===== config.mk =====
export PLATFORM = sky130hd
export DESIGN_NAME = alu_rr_scheduler
export DESIGN_NICKNAME = d
export VERILOG_FILES = /design/src/rtl/alu_pkg.sv /design/src/rtl/alu.sv /design/src/rtl/rr_picker.sv /design/src/rtl/alu_rr_scheduler.sv
export SDC_FILE = /design/constraint.sdc
export NUM_CORES = 1
export LEC_CHECK = 0
export BUFFER_PORTS_ARGS = -buffer_cell sky130_fd_sc_hd__buf_2
export CAP_MARGIN = 20
export CORE_MARGIN = 2
export CORE_UTILIZATION = 55
export CTS_CLUSTER_DIAMETER = 50
export DETAILED_ROUTE_END_ITERATION = 10
export PLACE_DENSITY = 0.81
export SLEW_MARGIN = 20
export SYNTH_ARGS = -nofsm -noshare
export SYNTH_HDL_FRONTEND = slang
export SYNTH_SLANG_ARGS = --single-unit

===== constraint.sdc =====
create_clock -name clk -period 5 [get_ports clk]
set_clock_uncertainty 0.1 [all_clocks]
set_input_delay 1 -clock clk [delete_from_list [all_inputs] [get_ports clk]]
set_output_delay 1 -clock clk [all_outputs]
set_load 0.1 [all_outputs]

===== src/rtl/alu_pkg.sv =====
// Shared definitions for the ALU and its round-robin scheduler: opcode
// encodings, scheduler state encoding and the illegal-opcode check.
`timescale 1ns/1ps

package alu_pkg;

  localparam logic [3:0] ADD            = 4'b0000;
  localparam logic [3:0] SUB            = 4'b0001;
  localparam logic [3:0] AND            = 4'b0010;
  localparam logic [3:0] OR             = 4'b0011;
  localparam logic [3:0] XOR            = 4'b0100;
  localparam logic [3:0] SHL_LOGICAL    = 4'b0110;
  localparam logic [3:0] SHR_LOGICAL    = 4'b0111;
  localparam logic [3:0] SHR_ARITHMETIC = 4'b1000;
  localparam logic [3:0] LESS_THAN      = 4'b1001;

  typedef enum logic [1:0] {
    IDLE = 2'd0,
    EXEC = 2'd1,
    RESP = 2'd2
  } sched_state_e;

  // 0101 and everything from 1010 upward has no ALU operation behind it.
  function automatic logic is_illegal_sel(input logic [3:0] sel);
    return (sel == 4'b0101) || (sel >= 4'b1010);
  endfunction

endpackage


===== src/rtl/alu.sv =====
// Single combinational 32-bit ALU. Shift amounts use operand_1[4:0];
// LESS_THAN is a signed compare returning 1 or 0.
`timescale 1ns/1ps

module alu
  import alu_pkg::*;
(
  input  logic [3:0]  ALU_Sel,
  input  logic [31:0] operand_0,
  input  logic [31:0] operand_1,
  output logic [31:0] result
);

  // Operation select; unused encodings give zero.
  always_comb begin
    result = '0;
    case (ALU_Sel)
      ADD:            result = operand_0 + operand_1;
      SUB:            result = operand_0 - operand_1;
      AND:            result = operand_0 & operand_1;
      OR:             result = operand_0 | operand_1;
      XOR:            result = operand_0 ^ operand_1;
      SHL_LOGICAL:    result = operand_0 << operand_1[4:0];
      SHR_LOGICAL:    result = operand_0 >> operand_1[4:0];
      SHR_ARITHMETIC: result = $signed(operand_0) >>> operand_1[4:0];
      LESS_THAN:      result = ($signed(operand_0) < $signed(operand_1)) ? 32'd1 : 32'd0;
      default:        result = '0;
    endcase
  end

endmodule


===== src/rtl/rr_picker.sv =====
// Round-robin picker: one-hot grant to the first requester above
// last_grant, wrapping around. Reusable by any shared resource.
`timescale 1ns/1ps

module rr_picker #(
  parameter int N     = 4,
  parameter int IDX_W = 2
) (
  input  logic [N-1:0]     req,
  input  logic [IDX_W-1:0] last_grant,
  output logic [N-1:0]     grant,
  output logic [IDX_W-1:0] grant_idx,
  output logic             grant_any
);

  logic [IDX_W-1:0] idx;

  // Scan last_grant+1 .. last_grant+N (mod N); the first hit wins.
  always_comb begin
    grant     = '0;
    grant_idx = '0;
    grant_any = 1'b0;
    idx       = '0;
    for (int k = 1; k <= N; k++) begin
      idx = IDX_W'((int'(last_grant) + k) % N);
      if (!grant_any && req[idx]) begin
        grant[idx] = 1'b1;
        grant_idx  = idx;
        grant_any  = 1'b1;
      end
    end
  end

endmodule


===== src/rtl/alu_rr_scheduler.sv =====
// Shares one ALU between NUM_REQ requesters with round-robin arbitration
// and a registered, back-pressurable response.
// Optional build macro ALU_RR_SCHEDULER_PERF_EN adds per-requester grant
// counters (grant_cnt) and a response stall counter (stall_cnt).
//
// state | meaning
// IDLE  | arbitrate; grant and latch the winner's operation
// EXEC  | latched operation drives the ALU; result captured at the edge
// RESP  | response held until resp_ready
`timescale 1ns/1ps

module alu_rr_scheduler
  import alu_pkg::*;
#(
  parameter int NUM_REQ = 4,
  parameter int ID_W    = 2
) (
  input  logic                  clk,
  input  logic                  rst,
  input  logic [NUM_REQ-1:0]    req_valid,
  output logic [NUM_REQ-1:0]    req_ready,
  input  logic [4*NUM_REQ-1:0]  req_sel,
  input  logic [32*NUM_REQ-1:0] req_op0,
  input  logic [32*NUM_REQ-1:0] req_op1,
  output logic                  resp_valid,
  input  logic                  resp_ready,
  output logic [ID_W-1:0]       resp_id,
  output logic [31:0]           resp_result,
  output logic                  resp_err,
  output logic                  busy
`ifdef ALU_RR_SCHEDULER_PERF_EN
  ,
  output logic [32*NUM_REQ-1:0] grant_cnt,
  output logic [31:0]           stall_cnt
`endif
);

  sched_state_e state_q, state_d;
  logic [ID_W-1:0] last_grant_q, last_grant_d;
  logic [3:0]      sel_q, sel_d;
  logic [31:0]     op0_q, op0_d;
  logic [31:0]     op1_q, op1_d;
  logic [ID_W-1:0] id_q, id_d;
  logic            resp_valid_q, resp_valid_d;
  logic [ID_W-1:0] resp_id_q, resp_id_d;
  logic [31:0]     resp_result_q, resp_result_d;
  logic            resp_err_q, resp_err_d;

  logic [NUM_REQ-1:0] pick_grant;
  logic [ID_W-1:0]    pick_idx;
  logic               pick_any;
  logic [3:0]         win_sel;
  logic [31:0]        win_op0, win_op1;
  logic [31:0]        alu_result;

  rr_picker #(.N(NUM_REQ), .IDX_W(ID_W)) u_picker (
    .req        (req_valid),
    .last_grant (last_grant_q),
    .grant      (pick_grant),
    .grant_idx  (pick_idx),
    .grant_any  (pick_any)
  );

  alu u_alu (
    .ALU_Sel   (sel_q),
    .operand_0 (op0_q),
    .operand_1 (op1_q),
    .result    (alu_result)
  );

  // Route the picked requester's payload.
  always_comb begin
    win_sel = '0;
    win_op0 = '0;
    win_op1 = '0;
    for (int i = 0; i < NUM_REQ; i++) begin
      if (pick_grant[i]) begin
        win_sel = req_sel[4*i +: 4];
        win_op0 = req_op0[32*i +: 32];
        win_op1 = req_op1[32*i +: 32];
      end
    end
  end

  // Next-state and handshake logic.
  always_comb begin
    state_d       = state_q;
    last_grant_d  = last_grant_q;
    sel_d         = sel_q;
    op0_d         = op0_q;
    op1_d         = op1_q;
    id_d          = id_q;
    resp_valid_d  = resp_valid_q;
    resp_id_d     = resp_id_q;
    resp_result_d = resp_result_q;
    resp_err_d    = resp_err_q;
    req_ready     = '0;
    case (state_q)
      IDLE: begin
        if (pick_any && !rst) begin
          req_ready    = pick_grant;
          sel_d        = win_sel;
          op0_d        = win_op0;
          op1_d        = win_op1;
          id_d         = pick_idx;
          last_grant_d = pick_idx;
          state_d      = EXEC;
        end
      end
      EXEC: begin
        resp_err_d    = is_illegal_sel(sel_q);
        resp_result_d = is_illegal_sel(sel_q) ? 32'd0 : alu_result;
        resp_id_d     = id_q;
        resp_valid_d  = 1'b1;
        state_d       = RESP;
      end
      RESP: begin
        if (resp_ready) begin
          resp_valid_d = 1'b0;
          state_d      = IDLE;
        end
      end
      default: state_d = IDLE;
    endcase
  end

  // State and datapath registers.
  always_ff @(posedge clk or posedge rst) begin
    if (rst) begin
      state_q       <= IDLE;
      last_grant_q  <= ID_W'(NUM_REQ - 1);
      sel_q         <= '0;
      op0_q         <= '0;
      op1_q         <= '0;
      id_q          <= '0;
      resp_valid_q  <= 1'b0;
      resp_id_q     <= '0;
      resp_result_q <= '0;
      resp_err_q    <= 1'b0;
    end else begin
      state_q       <= state_d;
      last_grant_q  <= last_grant_d;
      sel_q         <= sel_d;
      op0_q         <= op0_d;
      op1_q         <= op1_d;
      id_q          <= id_d;
      resp_valid_q  <= resp_valid_d;
      resp_id_q     <= resp_id_d;
      resp_result_q <= resp_result_d;
      resp_err_q    <= resp_err_d;
    end
  end

  assign resp_valid  = resp_valid_q;
  assign resp_id     = resp_id_q;
  assign resp_result = resp_result_q;
  assign resp_err    = resp_err_q;
  assign busy        = (state_q != IDLE);

`ifdef ALU_RR_SCHEDULER_PERF_EN
  logic [31:0] grant_cnt_q [NUM_REQ];
  logic [31:0] grant_cnt_d [NUM_REQ];
  logic [31:0] stall_cnt_q, stall_cnt_d;

  // Count grants per requester and cycles spent waiting on resp_ready.
  always_comb begin
    for (int i = 0; i < NUM_REQ; i++) begin
      grant_cnt_d[i] = grant_cnt_q[i];
      if (state_q == IDLE && pick_grant[i])
        grant_cnt_d[i] = grant_cnt_q[i] + 32'd1;
    end
    stall_cnt_d = stall_cnt_q;
    if (state_q == RESP && !resp_ready)
      stall_cnt_d = stall_cnt_q + 32'd1;
  end

  // Counter registers.
  always_ff @(posedge clk or posedge rst) begin
    if (rst) begin
      for (int i = 0; i < NUM_REQ; i++) grant_cnt_q[i] <= '0;
      stall_cnt_q <= '0;
    end else begin
      for (int i = 0; i < NUM_REQ; i++) grant_cnt_q[i] <= grant_cnt_d[i];
      stall_cnt_q <= stall_cnt_d;
    end
  end

  // Flatten counters onto the output bus.
  always_comb begin
    grant_cnt = '0;
    for (int i = 0; i < NUM_REQ; i++) grant_cnt[32*i +: 32] = grant_cnt_q[i];
  end

  assign stall_cnt = stall_cnt_q;
`endif

endmodule


==> out/metrics.cfg, run 1 <==
[placement]
place_area_um2=16500
numPlacedInstances=2507
post-place-ws_ns=0.607
port_buffers=319
gp_congestion=1.08
dpl.hpwl_um=49600

[worst_setup_path]
worst_ep_required_time_ns=3.90
critPathSlowestCell=dfstp_2
startpoint=last_grant_q[0]$_DFFE_PP1P_
rr_worst_depth=11
crit_type=flip-flop to primary output
endpoint_kind=primary output
cp_top_family=flip-flops
worstPathCellList=inv_1, ha_1, mux4_2, nor4b_4, a221o_4, and2_1, buf_2
path_buf_inv=2
cpPeakStageDelay_ns=0.71
critPathMaxFanout=14
rr_endpoint=op1_q[0]$_DFFE_PP0P_
critical_path.startpoint_type=flip-flop
r2r-start=last_grant_q[0]$_DFFE_PP1P_
path_depth=7
crit_end=req_ready[3]
rrSetupSlack_ns=0.57
critPathArrivalTime_ns=3.62

[cells_and_area]
design_area_um2=16800
drive_gt1_frac=0.232
fill_cells=2395
layout.nets=2568
finalNonFillerCells=2528
utilization=0.643
area_growth_pct=14.2

[timing]
final.setup.worst_slack_ns=0.284
hold_ws_ns=0.353
rsz0062_at_grt=false
slew_viol_final=0
post-route-min-period_ns=4.72
max_freq_mhz=212
worst_pin_slew_ns=1.04
setup_viol=0
finalHoldViolations=0
layout_worst_path_cycle_share=0.943
tns_ns=0
slew_headroom=0.304

[cts]
cts_sinks=110
clkTransAtPathRegs_ns=0.10
cts_root_buffer=clkbuf_16
cts_tree=yes
htreeDepth=3
cts_buffer_depth=2
post_cts_resized=0
hold_buffers=0
numCtsBuffers=9
worstSkewPairLatency_ns=0.39
postCtsSetupRepairBufs=0

[die]
die-area_um2=28100
io_pins=320
initial_utilization=0.563
coreArea_um2=26100
rows=59
dieHeight_um=168
fp.dieW_um=168

[synthesis]
avgSynthCellArea_um2=7.45
syn_area_um2=14700
yosysWarnings=0
synth_ff_type=dfrtp_1
yosys.area.top_type_share=0.184
yosysUniqueCellTypes=82
synth_area_leaders=dfrtp_1 18%, ha_1 8.8%, a21oi_1 7.1%
synth-seq-area-share=0.187
synthCells=1975
ys_async_sr_fraction=1.00
synth_edf_count=0
yosys.area.top_type=dfrtp_1
syn_nets=2360
ys_ff_latch=110

[min_path]
hold_path.class=flip-flop to flip-flop

[detailed_routing]
wl_per_cell_um=25.3
viasPerCell=6.94
dr.pass1.iters=6
wl_um=64100
drc=0
vias=17500
drt_first_iter_violations=2591
ant_nets=0

[global_route]
gr-usage-met2=0.670
grt_pass1_wl_um=97100
grt_usage=0.449
gr-total-overflow=0
grt_max_degree=78
met3_usage=0.112
busiest_layer=met2
grt_pass1_vias=16300
antenna_found_initial=7
grtUsageMet1=0.591

[pwr]
power.ir.vdd_worst_uv=604
p_total_mw=14.8
power.density_nw_per_um2=883
leakage_nw=7.49

[outcome]
status=finished clean

[job]
drv_cap=0

-- synthesized netlist by cell type (all sizes together), types with 14 or more instances --
cell and count:
a211oi 34, and3 14, nor3 90, ha 104, a221oi 88, mux4 37
a21oi 208, a21o 23, dfrtp 108, xnor2 16, mux2i 57, nand2 174
a31oi 18, o21ai 191, clkbuf 122, o211ai 20, mux2 31, nor2 205
inv 102, a22oi 22, or3 15, nand3 29, buf 57, nor4 16
-- layer usage --
metal	vias to the layer above	routed length, um
li1	7752	-
met1	8216	24700
met2	1313	27200
met3	253	7760
met4	4	4400
met5	-	27
-- cells in the final DEF, fill, tap and decap left out, types with 7 or more instances in the layout --
master	netlist	final
o221ai_1	7	7
o21bai_1	12	12
nand2b_1	13	13
a221oi_1	67	67
o21ai_0	146	145
mux2_2	30	30
o31ai_1	10	10
nor2_1	205	203
clkbuf_16	0	9
buf_2	29	319
ha_1	104	104
nor2b_1	10	10
mux4_2	37	37
a221o_1	10	8
nor3_1	90	90
a211oi_1	33	33
a22oi_1	22	22
mux2i_1	57	57
dfrtp_1	108	104
buf_4	3	56
nand3_1	29	29
o22ai_1	10	10
a31oi_1	18	18
or3_1	15	14
a21o_1	23	23
and3_1	14	14
o21ai_1	45	46
inv_1	101	100
a21oi_1	208	208
a221oi_2	21	20
nor4_1	16	15
nand2_1	174	174
a211o_1	9	9
o211ai_1	19	19
xnor2_1	16	16
-- sequential cells by signal (all words and copies together), names as in the netlist --
signal and count:
resp_id 2, resp_result 32, sel_q 4, op0_q 32, resp_valid 1, resp_err 1, state_q 2, op1_q 32
id_q 2, last_grant_q 2
-- cells by family after synthesis --
logic type	count (synthesis)	share of synthesized area
AOI/OAI and AO/OA	732	0.330
xor gates and xnor gates	21	0.0125
adders and majority gates	106	0.0911
buffers and inverters	283	0.0769
DFF	110	0.187
muxes	125	0.119
and+or+nand+nor	598	0.183
-- cell type report --
cell class | count | area, um^2 | share of cell area
multi-input combinational | 1582 | 10900 | 0.648
sequential | 110 | 2760 | 0.164
timing repair buffer | 376 | 2040 | 0.121
tap | 335 | 419 | 0.0249
inverter | 104 | 393 | 0.0234
clock buffer | 10 | 239 | 0.0142
clock inverter | 6 | 53.8 | 0.00320
antenna | 5 | 12.5 | 0.000745
-- worst min-delay path, cell delays in order, from the launching register on --
cell,delay [ns]
dfrtp_1,0.35
nand2_1,0.05
nand2_1,0.05
-- power by group --
group          switching, mW  internal (mW)  leakage (nW)  total (mW)
Sequential             0.670           1.27          1.40        1.94
Combinational           8.01           4.11          5.95        12.1
Clock                  0.412          0.364         0.147       0.776
-- worst min-delay path by stage --
| stage | start | end | slack (ns) | cells past startpoint |
|---|---|---|---|---|
| 2_1_floorplan | id_q[0]$_DFFE_PP0P_ | resp_id[0]$_DFFE_PP0P_ | 0.34 | 2 |
| 3_3_place_gp | resp_result[8]$_DFFE_PP0P_ | resp_result[8]$_DFFE_PP0P_ | 0.36 | 2 |
| 3_5_place_dp | resp_result[8]$_DFFE_PP0P_ | resp_result[8]$_DFFE_PP0P_ | 0.37 | 2 |
| 4_1_cts | id_q[1]$_DFFE_PP0P_ | resp_id[1]$_DFFE_PP0P_ | 0.36 | 2 |
| 5_1_grt | id_q[1]$_DFFE_PP0P_ | resp_id[1]$_DFFE_PP0P_ | 0.41 | 2 |
| 6_report | id_q[1]$_DFFE_PP0P_ | resp_id[1]$_DFFE_PP0P_ | 0.35 | 2 |
Power figures use the tool's default switching activity.
==> run 2: changes to the inputs <==
--- a/config.mk
+++ b/config.mk
@@ -11,8 +11,9 @@
 export CORE_UTILIZATION = 55
 export CTS_CLUSTER_DIAMETER = 50
 export DETAILED_ROUTE_END_ITERATION = 10
-export PLACE_DENSITY = 0.81
+export PLACE_DENSITY = 0.8
 export SLEW_MARGIN = 20
 export SYNTH_ARGS = -nofsm -noshare
 export SYNTH_HDL_FRONTEND = slang
+export SYNTH_HIERARCHICAL = 1
 export SYNTH_SLANG_ARGS = --single-unit
==> out/metrics.cfg, run 2 <==
[cts]
htreeDepth=3  ; unchanged
numCtsBuffers=9  ; unchanged
post_cts_resized=0  ; unchanged
cts_buffer_depth=2  ; unchanged
postCtsSetupRepairBufs=0  ; unchanged
cts_root_buffer=clkbuf_16
cts_sinks=110  ; unchanged
hold_buffers=0  ; unchanged
worstSkewPairLatency_ns=0.38  ; about the same
clkTransAtPathRegs_ns=0.08  ; -0.02 ns
cts_tree=yes

[global_route]
grtUsageMet1=0.581  ; -0.00926
gr-usage-met2=0.694  ; +0.0241
grt_usage=0.465  ; +0.0161
antenna_found_initial=5  ; -2
grt_pass1_wl_um=108000  ; +12%
grt_pass1_vias=18100  ; +11%
grt_max_degree=137  ; +76%
met3_usage=0.136  ; +0.0240
busiest_layer=met2
gr-total-overflow=0  ; unchanged

[cells_and_area]
layout.nets=2794  ; +8.8%
final_common_cell=buf_2
design_area_um2=17900  ; +6.6%
finalNonFillerCells=2804  ; +11%
area_growth_pct=13.1
drive_gt1_frac=0.201  ; -0.0312
layout_common_cells=318 x buf_2, 251 x nand2_1, 238 x nor2_1

[die]
io_pins=320  ; unchanged
rows=62  ; +5.1%
fp.dieW_um=174  ; +3.6%
initial_utilization=0.554  ; -0.00867
dieHeight_um=174  ; +3.6%
coreArea_um2=28500  ; +9.2%
die-area_um2=30200  ; +7.4%

[worst_setup_path]
cpPeakStageDelay_ns=0.80  ; +0.09 ns
path_buf_inv=3  ; +1
worst_ep_required_time_ns=3.90  ; about the same
worstPathCellList=inv_1, ha_1, inv_1, a31oi_1, o31ai_1, a2111o_2, and2_1, buf_2
cpMostUsedCell=inv_1
path_depth=8  ; +1
crit_end=req_ready[0]
critical_path.startpoint_type=flip-flop
critPathSlowestCell=dfstp_2
rr_endpoint=op0_q[9]$_DFFE_PP0P_
crit_type=flip-flop to primary output
critPathMaxFanout=21  ; +7
startpoint=last_grant_q[0]$_DFFE_PP1P_
rr_worst_depth=10  ; -1
r2r-start=last_grant_q[0]$_DFFE_PP1P_
rrSetupSlack_ns=0.71  ; +0.14 ns
critPathArrivalTime_ns=3.62  ; about the same
cp_top_family=compound AO/OA/AOI/OAI gates
endpoint_kind=primary output

[timing]
final.setup.worst_slack_ns=0.275  ; -0.00845 ns
slew_headroom=0.172  ; -0.132
worst_pin_slew_ns=1.23  ; +0.193 ns
max_freq_mhz=212  ; -0.18%
slew_viol_final=0  ; unchanged
post-route-min-period_ns=4.72  ; +0.00845 ns
setup_viol=0  ; unchanged
finalHoldViolations=0  ; unchanged
layout_worst_path_cycle_share=0.945  ; +0.00169
rsz0062_at_grt=false
tns_ns=0  ; unchanged

[synthesis]
synth_edf_count=0  ; unchanged
yosysMostFrequentCell=nand2_1
yosysWarnings=6  ; +6
yosys.area.top_type_share=0.171  ; -0.0129
avgSynthCellArea_um2=7.19  ; -3.5%
synth-seq-area-share=0.174  ; -0.0132
synth_area_leaders=dfrtp_1 17%, ha_1 8.3%, a21oi_1 6.6%
synthCells=2201  ; +11%
syn_area_um2=15800  ; +7.6%
ys_top_cells_by_count=251 x nand2_1, 238 x nor2_1, 210 x a21oi_1
synth_ff_type=dfrtp_1
ys_async_sr_fraction=1.00  ; unchanged
syn_nets=2587  ; +9.6%
yosys.area.top_type=dfrtp_1
yosysUniqueCellTypes=90  ; +9.8%
ys_ff_latch=110  ; unchanged

[detailed_routing]
wl_um=71400  ; +11%
viasPerCell=6.82  ; -1.7%
dr.pass1.iters=8  ; +2
drt_first_iter_violations=2976  ; +15%
vias=19100  ; +9.1%
drc=0  ; unchanged
wl_per_cell_um=25.5  ; +0.42%
ant_nets=0  ; unchanged

[min_path]
hold_path.class=flip-flop to flip-flop
hold_path_depth=2  ; unchanged

[placement]
place_area_um2=17600  ; +6.7%
post-place-ws_ns=0.762  ; +0.155 ns
numPlacedInstances=2781  ; +11%
port_buffers=319  ; unchanged
gp_congestion=1.06  ; -1.4%
dpl.hpwl_um=55100  ; +11%

[job]
drv_cap=0  ; unchanged

[outcome]
status=finished clean

[run 2: cell count changes after synthesis, sizes merged, moves of 67 or more]
cell / before / now
nand3b: 2 / 71
nand2: 174 / 251
a31oi: 18 / 85
inv: 102 / 180
a221oi: 88 / 12
a221o: 10 / 84
[run 2: logic make-up after synthesis]
logic type / synth area share
and+or+nand+nor: 0.214
muxes: 0.0934
xor gates and xnor gates: 0.00387
AOI/OAI and AO/OA: 0.331
DFF: 0.174
adders and majority gates: 0.0855
buffers and inverters: 0.0983
[run 2: final cells by class]
cell class	count	area (um^2)
Multi-Input combinational cell	1723	11500
Fill cell	2653	10600
Sequential cell	110	2760
Timing Repair Buffer	382	2130
Inverter	182	686
Tap cell	384	480
Clock buffer	10	229
Clock inverter	6	57.6
Antenna cell	7	17.5
[run 2: worst min-delay path by stage]
stage | startpoint | to | slack (ns)
floorplan | id_q[0]$_DFFE_PP0P_ | resp_id[0]$_DFFE_PP0P_ | 0.40
global placement | resp_result[27]$_DFFE_PP0P_ | resp_result[27]$_DFFE_PP0P_ | 0.36
detailed placement | resp_result[4]$_DFFE_PP0P_ | resp_result[4]$_DFFE_PP0P_ | 0.37
CTS | resp_result[15]$_DFFE_PP0P_ | resp_result[15]$_DFFE_PP0P_ | 0.38
global route | resp_result[16]$_DFFE_PP0P_ | resp_result[16]$_DFFE_PP0P_ | 0.41
finish | resp_result[4]$_DFFE_PP0P_ | resp_result[4]$_DFFE_PP0P_ | 0.38
[run 2: per-stage QoR]
step	utilization	hold slack, ns
finish	0.627	0.377
global route	0.627	0.412
CTS	0.627	0.384
detailed placement	0.616	0.365
global placement	0.616	0.357
floorplan	-	0.402
[run 2: tightest hold or removal path, stage by stage, from the launching register on]
cell	delay [ns]
dfrtp_1	0.34
nand2_1	0.04
o21ai_0	0.06
[run 2: per-layer routing]
metal	wire, um	part of all wire	up-vias
met4	5590	0.078	0
li1	-	-	8475
met5	0	0	-
met2	30300	0.42	1479
met1	26400	0.37	8869
met3	9140	0.13	304
Power of run 2 is left out: the tool's default activity adds up to more than one toggle a clock period on the data nets, which glitch-free logic cannot reach.
